--- config.mk ---
export PLATFORM = sky130hd
export DESIGN_NAME = si3000_codec_emu
export DESIGN_NICKNAME = d
export VERILOG_FILES = /design/src/rtl/si3000_emu_pkg.sv /design/src/rtl/si3000_emu_regfile.sv /design/src/rtl/si3000_codec_emu.sv
export SDC_FILE = /design/constraint.sdc
export NUM_CORES = 1
export LEC_CHECK = 0
export BUFFER_PORTS_ARGS = -buffer_cell sky130_fd_sc_hd__buf_2
export CORE_ASPECT_RATIO = 1.4
export CORE_MARGIN = 4
export CORE_UTILIZATION = 59
export CTS_CLUSTER_DIAMETER = 200
export CTS_CLUSTER_SIZE = 40
export DETAILED_ROUTE_END_ITERATION = 6
export GPL_TIMING_DRIVEN = 1
export PLACE_DENSITY = 0.79
export SYNTH_ARGS = -nofsm -noshare
export SYNTH_HDL_FRONTEND = slang
export SYNTH_SLANG_ARGS = --single-unit
--- constraint.sdc ---
create_clock -name clk -period 3.5 [get_ports clk]
set_input_delay 0.175 -clock clk [delete_from_list [all_inputs] [get_ports clk]]
set_output_delay 0.175 -clock clk [all_outputs]
set_load 0.1 [all_outputs]
--- src/rtl/si3000_emu_pkg.sv ---
// rtl/si3000_emu_pkg.sv - shared types, word layout and register defaults for the Si3000 emulator
package si3000_emu_pkg;

  typedef enum logic [2:0] {
    ST_IDLE,
    ST_PRI,
    ST_GAP1,
    ST_SEC,
    ST_GAP2
  } emu_state_t;

  localparam int PRI_LEN       = 16;
  localparam int SEC_RW_BIT    = 13;
  localparam int SEC_ADDR_MSB  = 12;
  localparam int SEC_ADDR_LSB  = 8;
  localparam int SEC_DATA_MSB  = 7;
  localparam int SEC_DATA_LSB  = 0;
  // Read data is driven once the upper byte (RW + addr) has been shifted in.
  localparam int SEC_RD_OFFSET = 8;

  function automatic logic [7:0] reg_default(input int unsigned idx);
    case (idx)
      1:       reg_default = 8'h00;
      2:       reg_default = 8'h00;
      3:       reg_default = 8'h00;
      4:       reg_default = 8'h00;
      5:       reg_default = 8'h00;
      6:       reg_default = 8'h00;
      7:       reg_default = 8'h00;
      default: reg_default = 8'h00;
    endcase
  endfunction

endpackage

--- src/rtl/si3000_emu_regfile.sv ---
// rtl/si3000_emu_regfile.sv - codec control registers, sync write, comb read, defaults on reset
module si3000_emu_regfile
  import si3000_emu_pkg::*;
#(
  parameter int NUM_REGS = 8
) (
  input  logic       clk,
  input  logic       reset_n,
  input  logic       clear,
  input  logic       wr_en,
  input  logic [4:0] wr_addr,
  input  logic [7:0] wr_data,
  input  logic [4:0] rd_addr,
  output logic [7:0] rd_data
);

  localparam int AW = (NUM_REGS > 1) ? $clog2(NUM_REGS) : 1;

  logic [7:0] regs [NUM_REGS];

  always_ff @(posedge clk or negedge reset_n) begin
    if (!reset_n) begin
      for (int i = 0; i < NUM_REGS; i++) regs[i] <= reg_default(i);
    end else if (clear) begin
      for (int i = 0; i < NUM_REGS; i++) regs[i] <= reg_default(i);
    end else if (wr_en && (32'(wr_addr) < NUM_REGS)) begin
      regs[wr_addr[AW-1:0]] <= wr_data;
    end
  end

  assign rd_data = (32'(rd_addr) < NUM_REGS) ? regs[rd_addr[AW-1:0]] : 8'h00;

endmodule

--- src/rtl/si3000_codec_emu.sv ---
// rtl/si3000_codec_emu.sv - Si3000 mode-0 serial port device model; SI3000_EMU_LOOPBACK_EN echoes DAC words
module si3000_codec_emu
  import si3000_emu_pkg::*;
#(
  parameter int SCLK_HALF    = 1,
  parameter int FRAME_SCLKS  = 128,
  parameter int NUM_REGS     = 8,
  parameter int MCLK_TIMEOUT = 64
) (
  input  logic        clk,
  input  logic        reset_n,
  input  logic        codec_reset_n,
  input  logic        mclk,
  input  logic        sdi,
  output logic        sclk,
  output logic        fsync_n,
  output logic        sdo,
  output logic        sdo_oe,
  input  logic [15:0] adc_sample,
  output logic        adc_ready,
  output logic [15:0] dac_sample,
  output logic        dac_valid,
  output logic        reg_wr_valid,
  output logic [4:0]  reg_wr_addr,
  output logic [7:0]  reg_wr_data
);

  localparam int SW = $clog2(FRAME_SCLKS);
  localparam int HW = (SCLK_HALF > 1) ? $clog2(SCLK_HALF) : 1;
  localparam int TW = $clog2(MCLK_TIMEOUT + 1);

  localparam logic [SW-1:0] SLOT_LAST     = SW'(FRAME_SCLKS - 1);
  localparam logic [SW-1:0] SLOT_PRI_END  = SW'(PRI_LEN);
  localparam logic [SW-1:0] SLOT_PRI_LAST = SW'(PRI_LEN - 1);
  localparam logic [SW-1:0] SLOT_SEC      = SW'(FRAME_SCLKS / 2);
  localparam logic [SW-1:0] SLOT_SEC_RD   = SW'(FRAME_SCLKS / 2 + SEC_RD_OFFSET);
  localparam logic [SW-1:0] SLOT_SEC_LAST = SW'(FRAME_SCLKS / 2 + PRI_LEN - 1);
  localparam logic [SW-1:0] SLOT_SEC_END  = SW'(FRAME_SCLKS / 2 + PRI_LEN);
  localparam logic [HW-1:0] HALF_LAST     = HW'(SCLK_HALF - 1);
  localparam logic [TW-1:0] TO_MAX        = TW'(MCLK_TIMEOUT);

  logic [2:0]    mclk_sync;
  logic          mclk_rise;
  logic [TW-1:0] to_cnt;
  logic          mclk_lost;
  logic          hold;
  logic [HW-1:0] half_cnt;
  logic          toggle, rise_stb, fall_stb;
  emu_state_t    state, state_nx;
  logic [SW-1:0] slot, slot_nx;
  logic          shifting, shifting_nx, pri_done, sec_done, reg_wr_en;
  logic [15:0]   tx_sr, rx_word, pri_word;
  logic [14:0]   rx_sr;
  logic [7:0]    rd_data, rd_word;

  // Two sync flops, third stage only for rising-edge detection.
  always_ff @(posedge clk or negedge reset_n) begin
    if (!reset_n) mclk_sync <= '0;
    else          mclk_sync <= {mclk_sync[1:0], mclk};
  end
  assign mclk_rise = mclk_sync[1] & ~mclk_sync[2];

  // Starts saturated so MCLK counts as absent until the first edge arrives.
  always_ff @(posedge clk or negedge reset_n) begin
    if (!reset_n)                to_cnt <= TO_MAX;
    else if (mclk_rise)          to_cnt <= '0;
    else if (to_cnt != TO_MAX)   to_cnt <= to_cnt + TW'(1);
  end
  assign mclk_lost = (to_cnt == TO_MAX);
  assign hold      = !codec_reset_n || mclk_lost;

  assign toggle   = !hold && mclk_rise && (half_cnt == HALF_LAST);
  assign rise_stb = toggle && !sclk;
  assign fall_stb = toggle && sclk;

  always_ff @(posedge clk or negedge reset_n) begin
    if (!reset_n) begin
      half_cnt <= '0;
      sclk     <= 1'b0;
    end else if (hold) begin
      half_cnt <= '0;
      sclk     <= 1'b0;
    end else if (mclk_rise) begin
      if (half_cnt == HALF_LAST) begin
        half_cnt <= '0;
        sclk     <= ~sclk;
      end else begin
        half_cnt <= half_cnt + HW'(1);
      end
    end
  end

  always_ff @(posedge clk or negedge reset_n) begin
    if (!reset_n) begin
      state <= ST_IDLE;
      slot  <= '0;
    end else if (hold) begin
      state <= ST_IDLE;
      slot  <= '0;
    end else begin
      state <= state_nx;
      slot  <= slot_nx;
    end
  end

  always_comb begin
    state_nx = state;
    slot_nx  = slot;
    if (rise_stb) begin
      if (state == ST_IDLE) begin
        state_nx = ST_PRI;
        slot_nx  = '0;
      end else begin
        slot_nx = (slot == SLOT_LAST) ? '0 : slot + SW'(1);
        if (slot_nx == '0)                                 state_nx = ST_PRI;
        else if (slot_nx == SLOT_PRI_END)                  state_nx = ST_GAP1;
        else if (slot_nx == SLOT_SEC && dac_sample[0])     state_nx = ST_SEC;
        else if (slot_nx == SLOT_SEC_END && state == ST_SEC) state_nx = ST_GAP2;
      end
    end
  end

  assign shifting    = (state == ST_PRI) || (state == ST_SEC);
  assign shifting_nx = (state_nx == ST_PRI) || (state_nx == ST_SEC);
  assign pri_done    = (state == ST_PRI) && (slot == SLOT_PRI_LAST);
  assign sec_done    = (state == ST_SEC) && (slot == SLOT_SEC_LAST);
  assign rx_word     = {rx_sr, sdi};
  assign reg_wr_en   = fall_stb && sec_done && !rx_word[SEC_RW_BIT];

`ifdef SI3000_EMU_LOOPBACK_EN
  assign pri_word = {dac_sample[15:1], 1'b0};
`else
  assign pri_word = adc_sample;
`endif

  // Upper secondary byte is already in rx_sr[7:0] when the read byte starts.
  assign rd_word = rx_sr[SEC_RW_BIT-SEC_RD_OFFSET] ? rd_data : 8'h00;

  always_ff @(posedge clk or negedge reset_n) begin
    if (!reset_n) begin
      fsync_n      <= 1'b1;
      sdo          <= 1'b0;
      sdo_oe       <= 1'b0;
      tx_sr        <= '0;
      rx_sr        <= '0;
      adc_ready    <= 1'b0;
      dac_valid    <= 1'b0;
      dac_sample   <= '0;
      reg_wr_valid <= 1'b0;
      reg_wr_addr  <= '0;
      reg_wr_data  <= '0;
    end else begin
      adc_ready    <= 1'b0;
      dac_valid    <= 1'b0;
      reg_wr_valid <= 1'b0;
      if (hold) begin
        fsync_n <= 1'b1;
        sdo     <= 1'b0;
        sdo_oe  <= 1'b0;
        tx_sr   <= '0;
        rx_sr   <= '0;
        if (!codec_reset_n) begin
          dac_sample  <= '0;
          reg_wr_addr <= '0;
          reg_wr_data <= '0;
        end
      end else begin
        if (rise_stb) begin
          fsync_n <= !((state_nx == ST_PRI && slot_nx == '0) ||
                       (state_nx == ST_SEC && slot_nx == SLOT_SEC));
          sdo_oe  <= shifting_nx;
          if (state_nx == ST_PRI && slot_nx == '0) begin
            adc_ready <= 1'b1;
            sdo       <= pri_word[15];
            tx_sr     <= {pri_word[14:0], 1'b0};
          end else if (state_nx == ST_SEC && slot_nx == SLOT_SEC) begin
            sdo   <= 1'b0;
            tx_sr <= '0;
          end else if (state_nx == ST_SEC && slot_nx == SLOT_SEC_RD) begin
            sdo   <= rd_word[7];
            tx_sr <= {rd_word[6:0], 9'b0};
          end else if (shifting_nx) begin
            sdo   <= tx_sr[15];
            tx_sr <= {tx_sr[14:0], 1'b0};
          end else begin
            sdo <= 1'b0;
          end
        end
        if (fall_stb && shifting) begin
          rx_sr <= rx_word[14:0];
          if (pri_done) begin
            dac_sample <= rx_word;
            dac_valid  <= 1'b1;
          end
          if (sec_done && !rx_word[SEC_RW_BIT]) begin
            reg_wr_valid <= 1'b1;
            reg_wr_addr  <= rx_word[SEC_ADDR_MSB:SEC_ADDR_LSB];
            reg_wr_data  <= rx_word[SEC_DATA_MSB:SEC_DATA_LSB];
          end
        end
      end
    end
  end

  si3000_emu_regfile #(
    .NUM_REGS(NUM_REGS)
  ) u_regfile (
    .clk     (clk),
    .reset_n (reset_n),
    .clear   (!codec_reset_n),
    .wr_en   (reg_wr_en),
    .wr_addr (rx_word[SEC_ADDR_MSB:SEC_ADDR_LSB]),
    .wr_data (rx_word[SEC_DATA_MSB:SEC_DATA_LSB]),
    .rd_addr (rx_sr[SEC_ADDR_MSB-SEC_RD_OFFSET:SEC_ADDR_LSB-SEC_RD_OFFSET]),
    .rd_data (rd_data)
  );

endmodule

# Yosys cells after proc, flatten, opt, wreduce, memory -nomap -nowiden
# Cells that the tools add are included.
# op_classes
n_bitwise	6
n_eq_ne	17
n_reduce_logical	40
n_addsub	3
n_mux	68
magnitude_cmp	5
# ops
op	count
two-way mux 16 bit	10
two-way mux 64 bit	2
two-way mux 8 bit	9
bitwise mux 64 bit	1
== test 7 bit (second input constant)	7
two-way mux 7 bit	6
two-way mux 15 bit	2
two-way mux 1 bit	25
binary-select mux 8 bit (select 3 bit)	1
demux 8 bit (select 3 bit)	1
two-way mux 3 bit	7
two-way mux 5 bit	4
logical AND 1 bit	17
adder 7 x 1 -> 7 bit (second input constant)	2
zero test 7 bit	2
nonzero test 2 bit	6
less-than comparator 5 x 4 -> 1 bit (second input constant)	2
>= comparator 4 bit (second input constant)	2
inverter 3 -> 4 bit	2
== test 7 x 4 -> 1 bit (second input constant)	1
== test 7 x 5 -> 1 bit (second input constant)	1
!= test 7 bit (second input constant)	1
== test 3 x 1 -> 1 bit (second input constant)	2
== test 3 x 2 -> 1 bit (second input constant)	2
12 further kinds	24
# word_totals
word_cells	164
out_inout_bits	36
inputBits	21
ff_bits	152

# Logic depth before layout (Yosys ltp)
# depth
depth_word	18
ltp_mapped	14
depth_no_buf	10

# Modules after synthesis
# Synthesis repeated with hierarchy kept, for this count alone.
# unflattened
hier_cells	733
area_unflattened_um2	7790.0
# modules_own_cells
module	n_inst	seq_area_each_um2	area_each_um2	cells_per_inst
si3000_codec_emu	1	2154.6	4291.6	433
si3000_emu_regfile	1	1601.5	3498.4	300

# Worst setup path after synthesis
# Ideal clock, no wire load.
# synth_path
path_kind	flip-flop to flip-flop
startpoint	register sclk
endpoint	register tx_sr[10]
arrival_time_ns	3.044
n_path_buf	0
setup_slack_ns	0.330
path_stages_with_launch	9
path_cell_list	dfrtp_1 -> and4bb_2 -> o221ai_1 -> a22o_4 -> a21oi_1 -> nand4_1 -> nor4_4 -> mux2_2 -> a221o_1
# synth_between
elab_chain_len	10
# synth_rtl
element	line_no	text
from (decl)	si3000_codec_emu.sv:15	output logic sclk,
from (signal assigned)	si3000_codec_emu.sv:86	sclk <= ~sclk;
zero test 1 bit (*)	si3000_codec_emu.sv:73	assign rise_stb = toggle && !sclk;
logical AND 1 bit (*)	si3000_codec_emu.sv:73	
two-way mux 7 bit or two-way mux 3 bit (tied branches)	si3000_codec_emu.sv:109	if (rise_stb) begin
== test 7 bit or == test 3 x 2 -> 1 bit (tied branches)	si3000_codec_emu.sv:179, si3000_codec_emu.sv:124, si3000_codec_emu.sv:176	
logical AND 1 bit	si3000_codec_emu.sv:179	end else if (state_nx == ST_SEC && slot_nx == SLOT_SEC_RD) begin
two-way mux 16 bit	si3000_codec_emu.sv:179	
two-way mux 16 bit	si3000_codec_emu.sv:176	end else if (state_nx == ST_SEC && slot_nx == SLOT_SEC) begin
two-way mux 16 bit	si3000_codec_emu.sv:172	if (state_nx == ST_PRI && slot_nx == '0) begin
two-way mux 16 bit	si3000_codec_emu.sv:168	if (rise_stb) begin
two-way mux 16 bit	si3000_codec_emu.sv:156	if (hold) begin
to (signal assigned)	si3000_codec_emu.sv:175	tx_sr <= {pri_word[14:0], 1'b0};
to (signal assigned)	si3000_codec_emu.sv:181	tx_sr <= {rd_word[6:0], 9'b0};
to (signal assigned)	si3000_codec_emu.sv:184	tx_sr <= {tx_sr[14:0], 1'b0};
to (decl)	si3000_codec_emu.sv:52	logic [15:0] tx_sr, rx_word, pri_word;
# Every way passes the cells marked *; elsewhere a longest branch is shown, timed or not. The select of a mux whose other input is x is not followed.
# A chain may end at the register's enable or synchronous reset.

# Final worst setup path
# layout_path
startpoint	register to_cnt[6]
endpoint	register tx_sr[9]
# layout_between
elab_chain_len	14
# layout_rtl
element	line_no	text
from (decl)	si3000_codec_emu.sv:44	logic [TW-1:0] to_cnt;
from (signal assigned)	si3000_codec_emu.sv:67	else if (to_cnt != TO_MAX) to_cnt <= to_cnt + TW'(1);
== test 7 bit (*)	si3000_codec_emu.sv:69	assign mclk_lost = (to_cnt == TO_MAX);
logical OR 1 bit (*)	si3000_codec_emu.sv:70	assign hold = !codec_reset_n || mclk_lost;
zero test 1 bit	si3000_codec_emu.sv:72	assign toggle = !hold && mclk_rise && (half_cnt == HALF_LAST);
logical AND 1 bit (2 in a row)	si3000_codec_emu.sv:72	
logical AND 1 bit	si3000_codec_emu.sv:73	
two-way mux 7 bit or two-way mux 3 bit (tied branches)	si3000_codec_emu.sv:109	
== test 7 bit or == test 3 x 2 -> 1 bit (tied branches)	si3000_codec_emu.sv:179, si3000_codec_emu.sv:124, si3000_codec_emu.sv:176	
logical AND 1 bit	si3000_codec_emu.sv:179	
two-way mux 16 bit	si3000_codec_emu.sv:179	
two-way mux 16 bit	si3000_codec_emu.sv:176	
two-way mux 16 bit	si3000_codec_emu.sv:172	
two-way mux 16 bit	si3000_codec_emu.sv:168	
two-way mux 16 bit	si3000_codec_emu.sv:156	
# Marks and branches as above.

==> impl_metrics.json <==
{
  "drv_slew": 0,
  "cts_resized": 0,
  "hold_path.class": "in2reg",
  "ant_nets": 0,
  "multi_input_area_sq_um": 3830,
  "synth_simple_gate_area_share_pct": 20.6,
  "yosys_warnings": 0,
  "power.switching_w": 0.000949,
  "min-delay-start": "adc_sample[10]",
  "regArea_sq_um": 3760,
  "dr_total_vias": 5833,
  "dieArea_sq_um": 15300,
  "worst_slack_ns": 0.145,
  "period_minus_slack_ns": 3.35,
  "synthAdderAreaFrac_pct": 0.475,
  "synth_xor_area_share_pct": 1.20,
  "crit_type": "reg2reg",
  "drc": 0,
  "syn-instance-count": 730,
  "diodes": 0,
  "hpwl_mm": 13.0,
  "synth_seq_area_share_pct": 47.5,
  "synth_compound_area_share_pct": 9.86,
  "cts.sinks": 150,
  "top_usage_layer": "met2",
  "maxCapViolations": 0,
  "fmax_mhz": 298,
  "antenna_found_initial": 0,
  "syn_nets": 754,
  "viasPerCell": 5.95,
  "design_area_sq_um": 9100,
  "clk_latency_ns": 0.42,
  "setup_viol": 0,
  "power.share.clock_pct": 48.4,
  "swShare_pct": 24.6,
  "totalNegativeSetupSlack_ns": 0,
  "crit_fanout": 16,
  "grtUsageMet3_pct": 3.69,
  "dr.pass1.iters": 5,
  "fillers": 939,
  "first_iter_violations": 413,
  "h-tree-depth": 4,
  "synth_top_family_by_area": "simple AND/OR/NAND/NOR gates",
  "die_width_um": 106,
  "async_reset_ff_share_pct": 100,
  "met1_usage_pct": 32.0,
  "syn_area_sq_um": 7910,
  "initial_core_util_pct": 60.8,
  "status": "complete, no violations",
  "syn_avg_cell_area_sq_um": 10.8,
  "port_buffers": 56,
  "crit_arrival_ns": 3.66,
  "grt_pass1_vias": 6189,
  "root_buffer": "clkbuf_16",
  "coreArea_sq_um": 13000,
  "synth_edf_count": 0,
  "clkTransAtPathRegs_ns": 0.07,
  "internal_power_w": 0.00291,
  "whs_ns": 0.0140,
  "leakage_nw": 4.09,
  "tightest_slew_ns": 1.03,
  "cts_tree": "built",
  "r2r_slack_ns": 0.15,
  "end_kind": "register",
  "grt_pass1_wl_mm": 31.6,
  "rsz0062_at_grt": "false",
  "track_usage_pct": 25.9,
  "comb_power_share_pct": 5.5,
  "drive_gt1_share_pct": 22.2,
  "cp-startpoint": "to_cnt[6]$_DFFE_PN1P_",
  "final_nets": 813,
  "fin_skew_ns": 0.0121,
  "seqPwrFrac_pct": 46.2,
  "synth_mux_area_share_pct": 16.3,
  "place_area_sq_um": 8380,
  "grt_max_degree": 115,
  "finalWirelength_mm": 19.1,
  "ctsLongestPathBuffers": 2,
  "cp-start-kind": "register",
  "synth_cell_type_count": 76,
  "post-place-ws_ns": 0.156,
  "hold_viol_final": 0,
  "pin_count": 57,
  "synth-main-ff-cell": "dfrtp_1",
  "rows": 49,
  "gp_congestion": 0.928,
  "syn_to_final_growth_pct": 15.1,
  "p_per_area_nw_per_um2": 424,
  "die_h_um": 145,
  "worst_ir_drop_vdd_uv": 342,
  "cts_buffers": 17,
  "slew_headroom_pct": 31.3,
  "grt_overflow": 0,
  "reg2reg_from": "to_cnt[6]$_DFFE_PN1P_",
  "finalCritPeriodShare_pct": 95.9,
  "synth_seq_cells": 150,
  "use_met2_pct": 44.2,
  "wl_per_cell_um": 19.5,
  "critPathRequiredTime_ns": 3.80
}
## metrics by stage
stage / std cells / utilization, % / power (W)
2_1_floorplan: 730 / - / 0.00193
6_report: 980 / 70.0 / 0.00386
3_3_place_gp: 936 / 64.5 / 0.00201
5_1_grt: 980 / 70.0 / 0.00400
3_5_place_dp: 936 / 64.5 / 0.00202
4_1_cts: 980 / 70.0 / 0.00388
## power groups by stage
stage / logic, W / registers [W] / clock network (W)
4_1_cts: 0.000213 / 0.00178 / 0.00189
6_report: 0.000211 / 0.00178 / 0.00187
5_1_grt: 0.000232 / 0.00179 / 0.00198
3_5_place_dp: 0.000201 / 0.00182 / 0
2_1_floorplan: 0.000108 / 0.00182 / 0
3_3_place_gp: 0.000194 / 0.00181 / 0
## layer usage
layer  part of all wire (%)  routed length, um
met5                      0                  0
met4                    3.7                699
met3                    2.7                520
met2                     53              10200
met1                     40               7690
## area by class of cell
cell class / instances / share of cell area, %
inverters: 7 / 0.289
clock inverters: 15 / 1.95
repair buffers: 102 / 7.27
flip-flops and latches: 150 / 41.3
well taps: 178 / 2.45
clock buffers: 17 / 4.67
multi-input cells: 511 / 42.1
## flip-flops by register name, indices dropped and copies added (netlist names)
signal          flops
to_cnt              7
state               3
sclk                1
dac_valid           1
u_regfile.regs     64
fsync_n             1
reg_wr_valid        1
sdo                 1
rx_sr              15
tx_sr              15
reg_wr_data         8
mclk_sync           3
slot                7
sdo_oe              1
dac_sample         16
adc_ready           1
reg_wr_addr         5
## cells in the mapped netlist, drive strengths merged (3+ instances only)
cell type    n  share of area, %
a32oi        3              0.57
nand4        3              0.24
a21oi       18               1.2
a21boi      28               2.7
and3         7              0.65
nor3b       16               1.5
xor2         5              0.55
o21ai        7              0.59
xnor2        5              0.65
mux2         7               1.0
a221o       14               1.8
or2          3              0.27
buf         25               1.9
and2         6              0.49
ha           3              0.47
or3          3              0.24
inv          7              0.33
nand3       48               3.0
nand2       71               3.5
o221ai       3              0.33
dfrtp      148                47
clkbuf      37               1.8
nor4         4              0.59
mux2i       84                11
mux4        16               4.6
nor2        51               2.5
or4          4              0.43
nor3        11               1.0
nor2b       64               5.1
## cell usage in the layout, fill, tap and decap left out, types with 5 or more instances in the layout
cell type and count:
dfrtp_1 148, mux2i_1 83, nand2_1 70, nor2b_1 64, buf_2 55, nor2_1 49
nand3_1 48, buf_4 34, a21boi_0 18, clkbuf_16 17, a21oi_1 16, mux4_2 16
nor3b_1 16, a221o_1 14, dlygate4sd3_1 12, a21boi_1 10, nor3_1 8, mux2_2 6
inv_1 5, and2_1 5, o21ai_0 5, xor2_1 5, inv_6 5
## worst max-delay path, cell delays in order, from the launching register on
cell     delay, ns
dfstp_2       0.53
or4b_1        0.62
o21ai_4       0.39
mux2i_1       0.39
nor4b_4       0.08
and2b_4       0.22
and3_1        0.19
and2_1        0.35
a221o_1       0.44
## repair_timing
action                                  4_1_cts  5_1_grt
endpoints found under the hold margin       122        0
buffers inserted                              0        0
endpoints found under the setup margin        0        0
hold buffers                                 12        0
## final timing paths
| path | endpoint | cells past startpoint |
|---|---|---|
| hold / removal | tx_sr[11]$_DFFE_PN0P_ | 2 |
| max in group asynchronous | fsync_n$_DFFE_PN1P_ | 3 |
| setup reg to reg | tx_sr[9]$_DFFE_PN0P_ | 8 |
| hold reg to reg | mclk_sync[1]$_DFF_PN0_ | 0 |
| min in group asynchronous | to_cnt[1]$_DFFE_PN0P_ | 2 |
| setup / recovery | tx_sr[9]$_DFFE_PN0P_ | 8 |
## logic make-up after synthesis
family / count (synthesis)
buf+inv: 69
mux: 107
compound gates: 92
flops: 150
fa+ha+maj: 3
simple gates: 299
xor+xnor: 10
Note: power is estimated with default switching activity, not from simulation.
